<file path="config.mk">
export PLATFORM = sky130hd
export DESIGN_NAME = ram_port_arbiter
export DESIGN_NICKNAME = d
export VERILOG_FILES = /design/src/rtl/ram_arb_pkg.sv /design/src/rtl/rr_arbiter.sv /design/src/rtl/ram_port_arbiter.sv
export SDC_FILE = /design/constraint.sdc
export NUM_CORES = 1
export LEC_CHECK = 0
export ABC_CLOCK_PERIOD_IN_PS = 1500
export BUFFER_PORTS_ARGS = -buffer_cell sky130_fd_sc_hd__buf_2
export CAP_MARGIN = 20
export CELL_PAD_IN_SITES_DETAIL_PLACEMENT = 1
export CELL_PAD_IN_SITES_GLOBAL_PLACEMENT = 1
export CORE_MARGIN = 2
export CORE_UTILIZATION = 12
export DETAILED_ROUTE_END_ITERATION = 16
export PLACE_DENSITY = 0.85
export SLEW_MARGIN = 20
export SYNTH_ARGS = -nofsm -noshare
export SYNTH_HDL_FRONTEND = slang
export SYNTH_SLANG_ARGS = --single-unit
</file>
<file path="constraint.sdc">
create_clock -name clk -period 1.5 [get_ports clk]
set_input_delay 0.3 -clock clk [delete_from_list [all_inputs] [get_ports clk]]
set_output_delay 0.3 -clock clk [all_outputs]
set_load 0.05 [all_outputs]
</file>
<file path="src/rtl/ram_arb_pkg.sv">
// Shared defaults and helpers for the RAM port arbiter.
package ram_arb_pkg;

  localparam int DEF_ADDR_WIDTH = 16;
  localparam int DEF_DATA_WIDTH = 32;
  localparam int DEF_RD_LATENCY = 1;
  localparam int MAX_REQ        = 8;
  localparam int IDX_W          = 3;

  // Encode a one-hot (or all-zero) vector into a requester index.
  function automatic logic [IDX_W-1:0] onehot_to_idx(input logic [MAX_REQ-1:0] oh);
    logic [IDX_W-1:0] idx;
    idx = '0;
    for (int i = 0; i < MAX_REQ; i++) begin
      if (oh[i]) idx = idx | IDX_W'(i);
    end
    return idx;
  endfunction

endpackage

</file>
<file path="src/rtl/rr_arbiter.sv">
// Combinational round-robin pick: first requester at or after ptr, wrapping.
module rr_arbiter
  import ram_arb_pkg::*;
#(
  parameter int NUM_REQ = 2
) (
  input  logic [NUM_REQ-1:0] req,
  input  logic [IDX_W-1:0]   ptr,
  output logic [NUM_REQ-1:0] grant,
  output logic [IDX_W-1:0]   idx
);

  logic               found;
  logic [MAX_REQ-1:0] grant_ext;

  // Search upper half (>= ptr) first, then the wrapped lower half (< ptr).
  always_comb begin
    grant = '0;
    found = 1'b0;
    for (int i = 0; i < NUM_REQ; i++) begin
      if (!found && req[i] && (i >= int'(ptr))) begin
        grant[i] = 1'b1;
        found    = 1'b1;
      end
    end
    for (int i = 0; i < NUM_REQ; i++) begin
      if (!found && req[i] && (i < int'(ptr))) begin
        grant[i] = 1'b1;
        found    = 1'b1;
      end
    end
  end

  // Index of the winner; zero when nothing is granted.
  always_comb begin
    grant_ext              = '0;
    grant_ext[NUM_REQ-1:0] = grant;
    idx                    = onehot_to_idx(grant_ext);
  end

endmodule

</file>
<file path="src/rtl/ram_port_arbiter.sv">
// Shares one read port and one write port of a RAM among NUM_REQ requesters.
// Handshake: requester i's op is accepted at a rising clk edge when
// req_valid[i] & req_ready[i]; ready is a same-cycle combinational grant and
// a requester may drop valid while ungranted. Read data comes back RD_LATENCY
// cycles after acceptance with a one-hot rsp_valid naming the requester.
module ram_port_arbiter
  import ram_arb_pkg::*;
#(
  parameter int NUM_REQ    = 2,
  parameter int ADDR_WIDTH = DEF_ADDR_WIDTH,
  parameter int DATA_WIDTH = DEF_DATA_WIDTH,
  parameter int RD_LATENCY = DEF_RD_LATENCY
) (
  input  logic                          clk,
  input  logic                          rst,
  input  logic [NUM_REQ-1:0]            req_valid,
  input  logic [NUM_REQ-1:0]            req_we,
  input  logic [NUM_REQ*ADDR_WIDTH-1:0] req_addr,
  input  logic [NUM_REQ*DATA_WIDTH-1:0] req_wdata,
  output logic [NUM_REQ-1:0]            req_ready,
  output logic [NUM_REQ-1:0]            rsp_valid,
  output logic [DATA_WIDTH-1:0]         rsp_rdata,
  output logic                          idle,
  output logic [ADDR_WIDTH-1:0]         ram_raddr_0,
  input  logic [DATA_WIDTH-1:0]         ram_rdata_0,
  output logic [ADDR_WIDTH-1:0]         ram_waddr_0,
  output logic                          ram_wen_0,
  output logic [DATA_WIDTH-1:0]         ram_wdata_0
);

  logic [NUM_REQ-1:0] rd_req;
  logic [NUM_REQ-1:0] wr_req;
  logic [NUM_REQ-1:0] rd_grant;
  logic [NUM_REQ-1:0] wr_grant;
  logic [IDX_W-1:0]   rd_idx;
  logic [IDX_W-1:0]   wr_idx;
  logic [IDX_W-1:0]   rd_ptr_q, rd_ptr_d;
  logic [IDX_W-1:0]   wr_ptr_q, wr_ptr_d;
  logic [NUM_REQ-1:0] tag_q [RD_LATENCY];
  logic [NUM_REQ-1:0] tag_d [RD_LATENCY];
  logic               tag_any;

  function automatic logic [IDX_W-1:0] next_ptr(input logic [IDX_W-1:0] cur);
    return (int'(cur) == NUM_REQ - 1) ? '0 : cur + 1'b1;
  endfunction

  // Split requests by direction; while reset is held nothing may be granted.
  always_comb begin
    rd_req = {NUM_REQ{rst}} & req_valid & ~req_we;
    wr_req = {NUM_REQ{rst}} & req_valid & req_we;
  end

  rr_arbiter #(.NUM_REQ(NUM_REQ)) u_rd_arb (
    .req   (rd_req),
    .ptr   (rd_ptr_q),
    .grant (rd_grant),
    .idx   (rd_idx)
  );

  rr_arbiter #(.NUM_REQ(NUM_REQ)) u_wr_arb (
    .req   (wr_req),
    .ptr   (wr_ptr_q),
    .grant (wr_grant),
    .idx   (wr_idx)
  );

  // Steer the winners' address/data onto the RAM ports; zeros when idle.
  always_comb begin
    ram_raddr_0 = '0;
    ram_waddr_0 = '0;
    ram_wdata_0 = '0;
    for (int i = 0; i < NUM_REQ; i++) begin
      if (rd_grant[i]) ram_raddr_0 = req_addr[i*ADDR_WIDTH +: ADDR_WIDTH];
      if (wr_grant[i]) begin
        ram_waddr_0 = req_addr[i*ADDR_WIDTH +: ADDR_WIDTH];
        ram_wdata_0 = req_wdata[i*DATA_WIDTH +: DATA_WIDTH];
      end
    end
    ram_wen_0 = |wr_grant;
    req_ready = rd_grant | wr_grant;
  end

  // Next pointers and next tag pipeline contents.
  always_comb begin
    rd_ptr_d = rd_ptr_q;
    wr_ptr_d = wr_ptr_q;
    if (|rd_grant) rd_ptr_d = next_ptr(rd_idx);
    if (|wr_grant) wr_ptr_d = next_ptr(wr_idx);
    tag_d[0] = rd_grant;
    for (int k = 1; k < RD_LATENCY; k++) begin
      tag_d[k] = tag_q[k-1];
    end
  end

  // Pointer and tag registers; reset discards every read in flight.
  always_ff @(posedge clk or negedge rst) begin
    if (!rst) begin
      rd_ptr_q <= '0;
      wr_ptr_q <= '0;
      for (int k = 0; k < RD_LATENCY; k++) tag_q[k] <= '0;
    end else begin
      rd_ptr_q <= rd_ptr_d;
      wr_ptr_q <= wr_ptr_d;
      for (int k = 0; k < RD_LATENCY; k++) tag_q[k] <= tag_d[k];
    end
  end

  // Response side and idle detection.
  always_comb begin
    tag_any = 1'b0;
    for (int k = 0; k < RD_LATENCY; k++) begin
      tag_any = tag_any | (|tag_q[k]);
    end
    rsp_valid = tag_q[RD_LATENCY-1];
    rsp_rdata = ram_rdata_0;
    idle      = ~rst | (~|req_valid & ~tag_any);
  end

endmodule

</file>
# Word level (Yosys, flattened, before mapping)
# Index checks and enable logic that the tools add are counted.
# Widths: inputs -> output; s select.
[classes]
addsub = 2
n_lt_le_gt_ge = 8
n_eq_ne = 2
muxes = 22
bitwise_logic = 9
n_reduce_logical = 25
[ops]
columns = ["op", "count"]
rows = [
  ["$mux 16", 4],
  ["$mux 32", 2],
  ["$logic_and 1x1->1", 14],
  ["$mux 1", 14],
  ["$ge 1x3->1 const A", 4],
  ["$lt 1x3->1 const A", 4],
  ["$reduce_or 2->1", 4],
  ["$logic_not 1->1", 7],
  ["$add 3x1->3 const B", 2],
  ["$and 2x2->2", 3],
  ["$eq 3x2->1 const B", 2],
  ["$mux 3", 2],
  ["$not 1->1", 2],
  ["$not 2->2", 1],
  ["$or 2x2->2", 1],
  ["$and 1x1->1", 1],
  ["$or 1x1->1", 1],
]
[totals]
reg_bits = 8
in_bits = 134
output_inout_bits = 102

# Logic depth before layout (Yosys ltp)
[logic_depth]
word_depth = 19
ltp_mapped = 6
mapped_depth_nobuf = 3

# Modules after synthesis
# Synthesis repeated with hierarchy kept, for this count alone.
[unflattened]
hier_cells = 203
area_unflattened_um2 = 1502.7
[modules_own_cells]
columns = ["module", "n_inst", "cells_each", "area_per_inst_um2", "seq_area_each_um2"]
rows = [
  ["ram_port_arbiter", 1, 187, 1400.1, 200.2],
  ["rr_arbiter", 2, 8, 51.3, 0.0],
]

# Least setup slack after synthesis
# No wires, ideal clock.
[synth_timing]
kind = "register to output"
startpoint = "reg tag_q, in the netlist rsp_valid[1]"
endpoint = "out idle"
t_arrival_ns = 2.277
setup_slack_ns = -1.077
stages_incl_launch_ff = 2
path_buffers = 0
cell_sequence = "dfrtp_1 -> o41ai_1"
[synth_via]
elab_chain_len = 4
[synth_rtl]
columns = ["element", "line_no", "rtl"]
rows = [
  ["start: declaration", "ram_port_arbiter.sv:39", "logic [NUM_REQ-1:0] tag_q [RD_LATENCY];"],
  ["$reduce_or 2->1", "ram_port_arbiter.sv:112", "tag_any = tag_any | (|tag_q[k]);"],
  ["$not 1->1", "ram_port_arbiter.sv:116", "idle = ~rst | (~|req_valid & ~tag_any);"],
  ["$and 1x1->1", "ram_port_arbiter.sv:116", ""],
  ["$or 1x1->1", "ram_port_arbiter.sv:116", ""],
  ["end: declaration", "ram_port_arbiter.sv:23", "output logic idle,"],
]
# Every way passes these cells.

# Final worst setup path
[layout_timing]
startpoint = "reg rd_ptr_q[0]"
endpoint = "out req_ready[1]"
[layout_via]
elab_chain_len = 16
elab_cells_between_ends = 20
classes_between = "4 x order compare; 5 x mux; 1 x bitwise; 10 x reduce/logical"
[layout_rtl]
columns = ["element", "line_no", "rtl"]
rows = [
  ["start: declaration", "ram_port_arbiter.sv:37", "logic [IDX_W-1:0] rd_ptr_q, rd_ptr_d;"],
  ["start signal: assignment", "ram_port_arbiter.sv:102", "rd_ptr_q <= rd_ptr_d;"],
  ["$ge 1x3->1", "rr_arbiter.sv:21", "if (!found && req[i] && (i >= int'(ptr))) begin"],
  ["$logic_and 1x1->1", "rr_arbiter.sv:21", ""],
  ["$mux 1", "rr_arbiter.sv:21", ""],
  ["$logic_not 1->1", "rr_arbiter.sv:21", ""],
  ["$logic_and 1x1->1 (2 in a row)", "rr_arbiter.sv:21", ""],
  ["$mux 1", "rr_arbiter.sv:21", ""],
  ["$logic_not 1->1", "rr_arbiter.sv:27", "if (!found && req[i] && (i < int'(ptr))) begin"],
  ["$logic_and 1x1->1 (2 in a row)", "rr_arbiter.sv:27", ""],
  ["$mux 1", "rr_arbiter.sv:27", ""],
  ["$logic_not 1->1", "rr_arbiter.sv:27", ""],
  ["$logic_and 1x1->1 (2 in a row)", "rr_arbiter.sv:27", ""],
  ["$mux 1 *", "rr_arbiter.sv:27", ""],
  ["$or 2x2->2 *", "ram_port_arbiter.sv:80", "req_ready = rd_grant | wr_grant;"],
  ["end: declaration", "ram_port_arbiter.sv:20", "output logic [NUM_REQ-1:0] req_ready,"],
]
# Mark *: on every way between the ends. The rest lies on a longest branch, timed or not.

==> impl_metrics.py <==
metrics = {
    "power": {
        "p_int_uw": 933,
        "vdd_drop_max_v": 0.000147,
        "p_total_mw": 1.79,
        "power_frac_clock": 0.125,
        "pwr-share-seq": 0.076,
        "powerDensity_mw_per_mm2": 472,
        "net-switching-power_uw": 855,
        "comb_power_share": 0.799,
        "p_leak_nw": 1.74,
        "swShare": 0.478,
    },
    "sta": {
        "fmax_mhz": 533,
        "max_slew_margin": 0.824,
        "tightest_slew_ps": 263,
        "fin_crit_ps": 1880,
        "hold_viol": 0,
        "slew_viol_final": 0,
        "finClkSkew_ps": 0.921,
        "rsz0062_at_grt": "yes",
        "setup_slack_ps": -376,
        "finalSetupViolCount": 66,
        "fin_crit_sh": 1.25,
    },
    "cts": {
        "clockRootBuffer": "clkbuf_8",
        "worstSkewPairLatency_ps": 210,
        "clk_pin_slew_ps": 30,
        "cts_buffers": 3,
        "cts_buffer_depth": 2,
        "htree_levels": 1,
        "numClockSinks": 4,
        "cts_tree": "done",
    },
    "yosys": {
        "seq_area_frac_synth": 0.0822,
        "syn_area_per_cell_um2": 7.08,
        "synth_area_mm2": 0.00122,
        "synth_fp_nets": 306,
        "synth_seq_cells": 4,
        "synth_cells": 172,
        "yosysTopAreaCellShare": 0.234,
        "synth_area_leader_cell": "buf_4",
        "yosysUniqueCellTypes": 23,
        "synth_warnings": 0,
        "yosys-top-cells-area": "buf_4 (23%), a22o_1 (23%), o22ai_1 (16%)",
    },
    "critical_path": {
        "startpoint_type": "flip-flop",
        "worst-endpoint-required_ps": 1200,
        "worstReg2RegEnd": "rsp_valid[1]",
        "arrival_ps": 1580,
        "crit_type": "flip-flop to primary output",
        "rr_worst_depth": 5,
        "critPathCaptureType": "primary output",
        "r2r_start": "rd_ptr_q[0]",
        "rrSetupSlack_ps": 140,
        "crit_fanout": 2,
    },
    "grt": {
        "grt_use_total": 0.139,
        "gr-total-overflow": 0,
        "grt_pass1_vias": 2382,
        "grt_pass1_wl_mm": 12.4,
        "antenna_found_initial": 0,
        "grt_max_degree": 24,
    },
    "floorplanning": {
        "die_area_mm2": 0.0110,
        "start_util": 0.124,
        "rows": 36,
        "core-area_mm2": 0.00982,
        "die_x_um": 105,
        "io_pins": 236,
        "die_h_um": 105,
    },
    "place": {
        "gp_congestion": 0.724,
        "place_area_mm2": 0.00302,
        "post-place-ws_ps": -299,
        "hpwl_mm": 6.31,
        "dp.cells": 459,
        "io_buffer_count": 171,
    },
    "detailed_routing": {
        "drtIter0Drc": 37,
        "finalWirelength_mm": 8.40,
        "drt.antenna.violating_nets": 0,
        "drc": 0,
        "viasPerCell": 4.42,
        "vias": 2088,
        "wl_per_cell_um": 17.8,
        "first_pass_iters": 4,
    },
    "finish": {
        "final_design_area_no_fill_mm2": 0.00379,
        "nets": 475,
        "instances_no_fill": 472,
        "diodes": 0,
        "drive_gt1_frac": 0.876,
        "area_delta_synth_final_pct": 211,
    },
    "run_status": {
        "status": "complete, but fails checks",
        "violations": "setup timing",
    },
    "min_path": {
        "min-delay-path-class": "input pin to async pin",
    },
    "job": {
        "maxCapViolCount": 0,
    },
}
==> layer usage <==
layer | up-vias | GRT usage | routed length, um
met5 | - | 0 | 0
met4 | 0 | 0.0352 | 157
met3 | 28 | 0.0324 | 672
met2 | 117 | 0.293 | 4810
met1 | 989 | 0.130 | 2760
li1 | 954 | - | -
==> power groups by stage <==
stage / clock network, mW / logic (mW) / registers [mW]
2_1_floorplan: 0 / 1.04 / 0.141
4_1_cts: 0.232 / 1.38 / 0.133
5_1_grt: 0.240 / 1.49 / 0.137
6_report: 0.224 / 1.43 / 0.136
3_5_place_dp: 0 / 1.20 / 0.134
3_3_place_gp: 0 / 1.17 / 0.132
==> Yosys cell counts <==
cell type / instances
a21o_1: 2
a21oi_1: 4
a22o_1: 32
and3b_1: 1
buf_2: 4
buf_4: 38
buf_6: 3
clkbuf_1: 3
dfrtp_1: 4
inv_2: 1
nand2_1: 34
nand2_2: 1
nand3_1: 3
nand3b_1: 1
nand3b_2: 1
nor2_1: 2
nor2b_1: 1
nor3b_4: 1
o21ba_1: 1
o21bai_2: 1
o22ai_1: 32
o41ai_1: 1
or3b_1: 1
==> final cells by class <==
| class | count | area (um2) |
|---|---|---|
| inverters | 1 | 3.75 |
| fillers | 1116 | 6030 |
| repair buffers | 212 | 1920 |
| flip-flops and latches | 4 | 101 |
| well taps | 133 | 166 |
| clock buffers | 3 | 41.3 |
| multi-input cells | 119 | 1550 |
==> registers in the layout (all words and copies together), names as in the netlist <==
register / cells
rd_ptr_q: 1
wr_ptr_q: 1
rsp_valid: 2
==> per-stage QoR <==
| step | setup TNS (ps) | hold WS [ps] | utilization |
|---|---|---|---|
| 3_3_place_gp | -14150 | 365 | 0.307 |
| 2_1_floorplan | -2390 | 4.41 | - |
| 6_report | -20210 | 136 | 0.386 |
| 3_5_place_dp | -15610 | 367 | 0.307 |
| 5_1_grt | -23540 | 150 | 0.386 |
| 4_1_cts | -21190 | 138 | 0.369 |
==> cells by family after synthesis <==
group           Yosys count  share of synthesized area
compound gates           73                      0.448
buf+inv                  49                      0.291
simple gates             46                      0.179
flops                     4                     0.0822
==> cell usage in the layout, fill, tap and decap left out <==
| cell type | synthesis | routed |
|---|---|---|
| a21o_1 | 2 | 1 |
| nand3b_4 | 0 | 1 |
| o21bai_4 | 0 | 1 |
| a21o_4 | 0 | 1 |
| o22ai_2 | 0 | 3 |
| a21oi_2 | 0 | 1 |
| and3b_2 | 0 | 1 |
| buf_4 | 38 | 19 |
| nand2_4 | 0 | 1 |
| clkbuf_8 | 0 | 3 |
| buf_16 | 0 | 1 |
| nor2b_2 | 0 | 1 |
| nor3b_4 | 1 | 1 |
| nor2_1 | 2 | 2 |
| a21oi_1 | 4 | 2 |
| nand3_2 | 0 | 2 |
| inv_2 | 1 | 1 |
| o21ba_4 | 0 | 1 |
| dfrtp_1 | 4 | 3 |
| or3b_4 | 0 | 1 |
| a22o_2 | 0 | 1 |
| buf_8 | 0 | 25 |
| nand2_2 | 1 | 1 |
| clkbuf_16 | 0 | 3 |
| o41ai_4 | 0 | 1 |
| dfrtp_2 | 0 | 1 |
| nand3_4 | 0 | 1 |
| buf_6 | 3 | 48 |
| a22o_4 | 0 | 31 |
| buf_2 | 4 | 104 |
| nand2_1 | 34 | 33 |
| o22ai_4 | 0 | 29 |
| nand3b_1 | 1 | 1 |
| buf_12 | 0 | 12 |
| a21oi_4 | 0 | 1 |
==> worst max path at each step <==
stage / startpoint / end / slack [ps] / cells past startpoint
floorplan: rsp_valid[1] / idle / -120 / 1
global placement: req_valid[1] / ram_wdata_0[0] / -270 / 6
detailed placement: req_valid[0] / ram_wdata_0[26] / -300 / 6
CTS: rd_ptr_q[0] / req_ready[1] / -380 / 4
global route: rd_ptr_q[0] / req_ready[1] / -410 / 4
finish: rd_ptr_q[0] / req_ready[1] / -380 / 4
==> critical path, stage by stage (launching register included) <==
cell	delay, ps
dfrtp_1	380
or3b_4	400
and3b_2	230
a21o_4	200
buf_6	150
==> timing repair <==
action	in CTS	in global routing
cloned	2	3
resized for setup	149	27
hold buffers	0	0
setup endpoints to repair	67	67
buffers inserted	5	3
pin swaps	4	7
(Power assumes the default switching activity.)
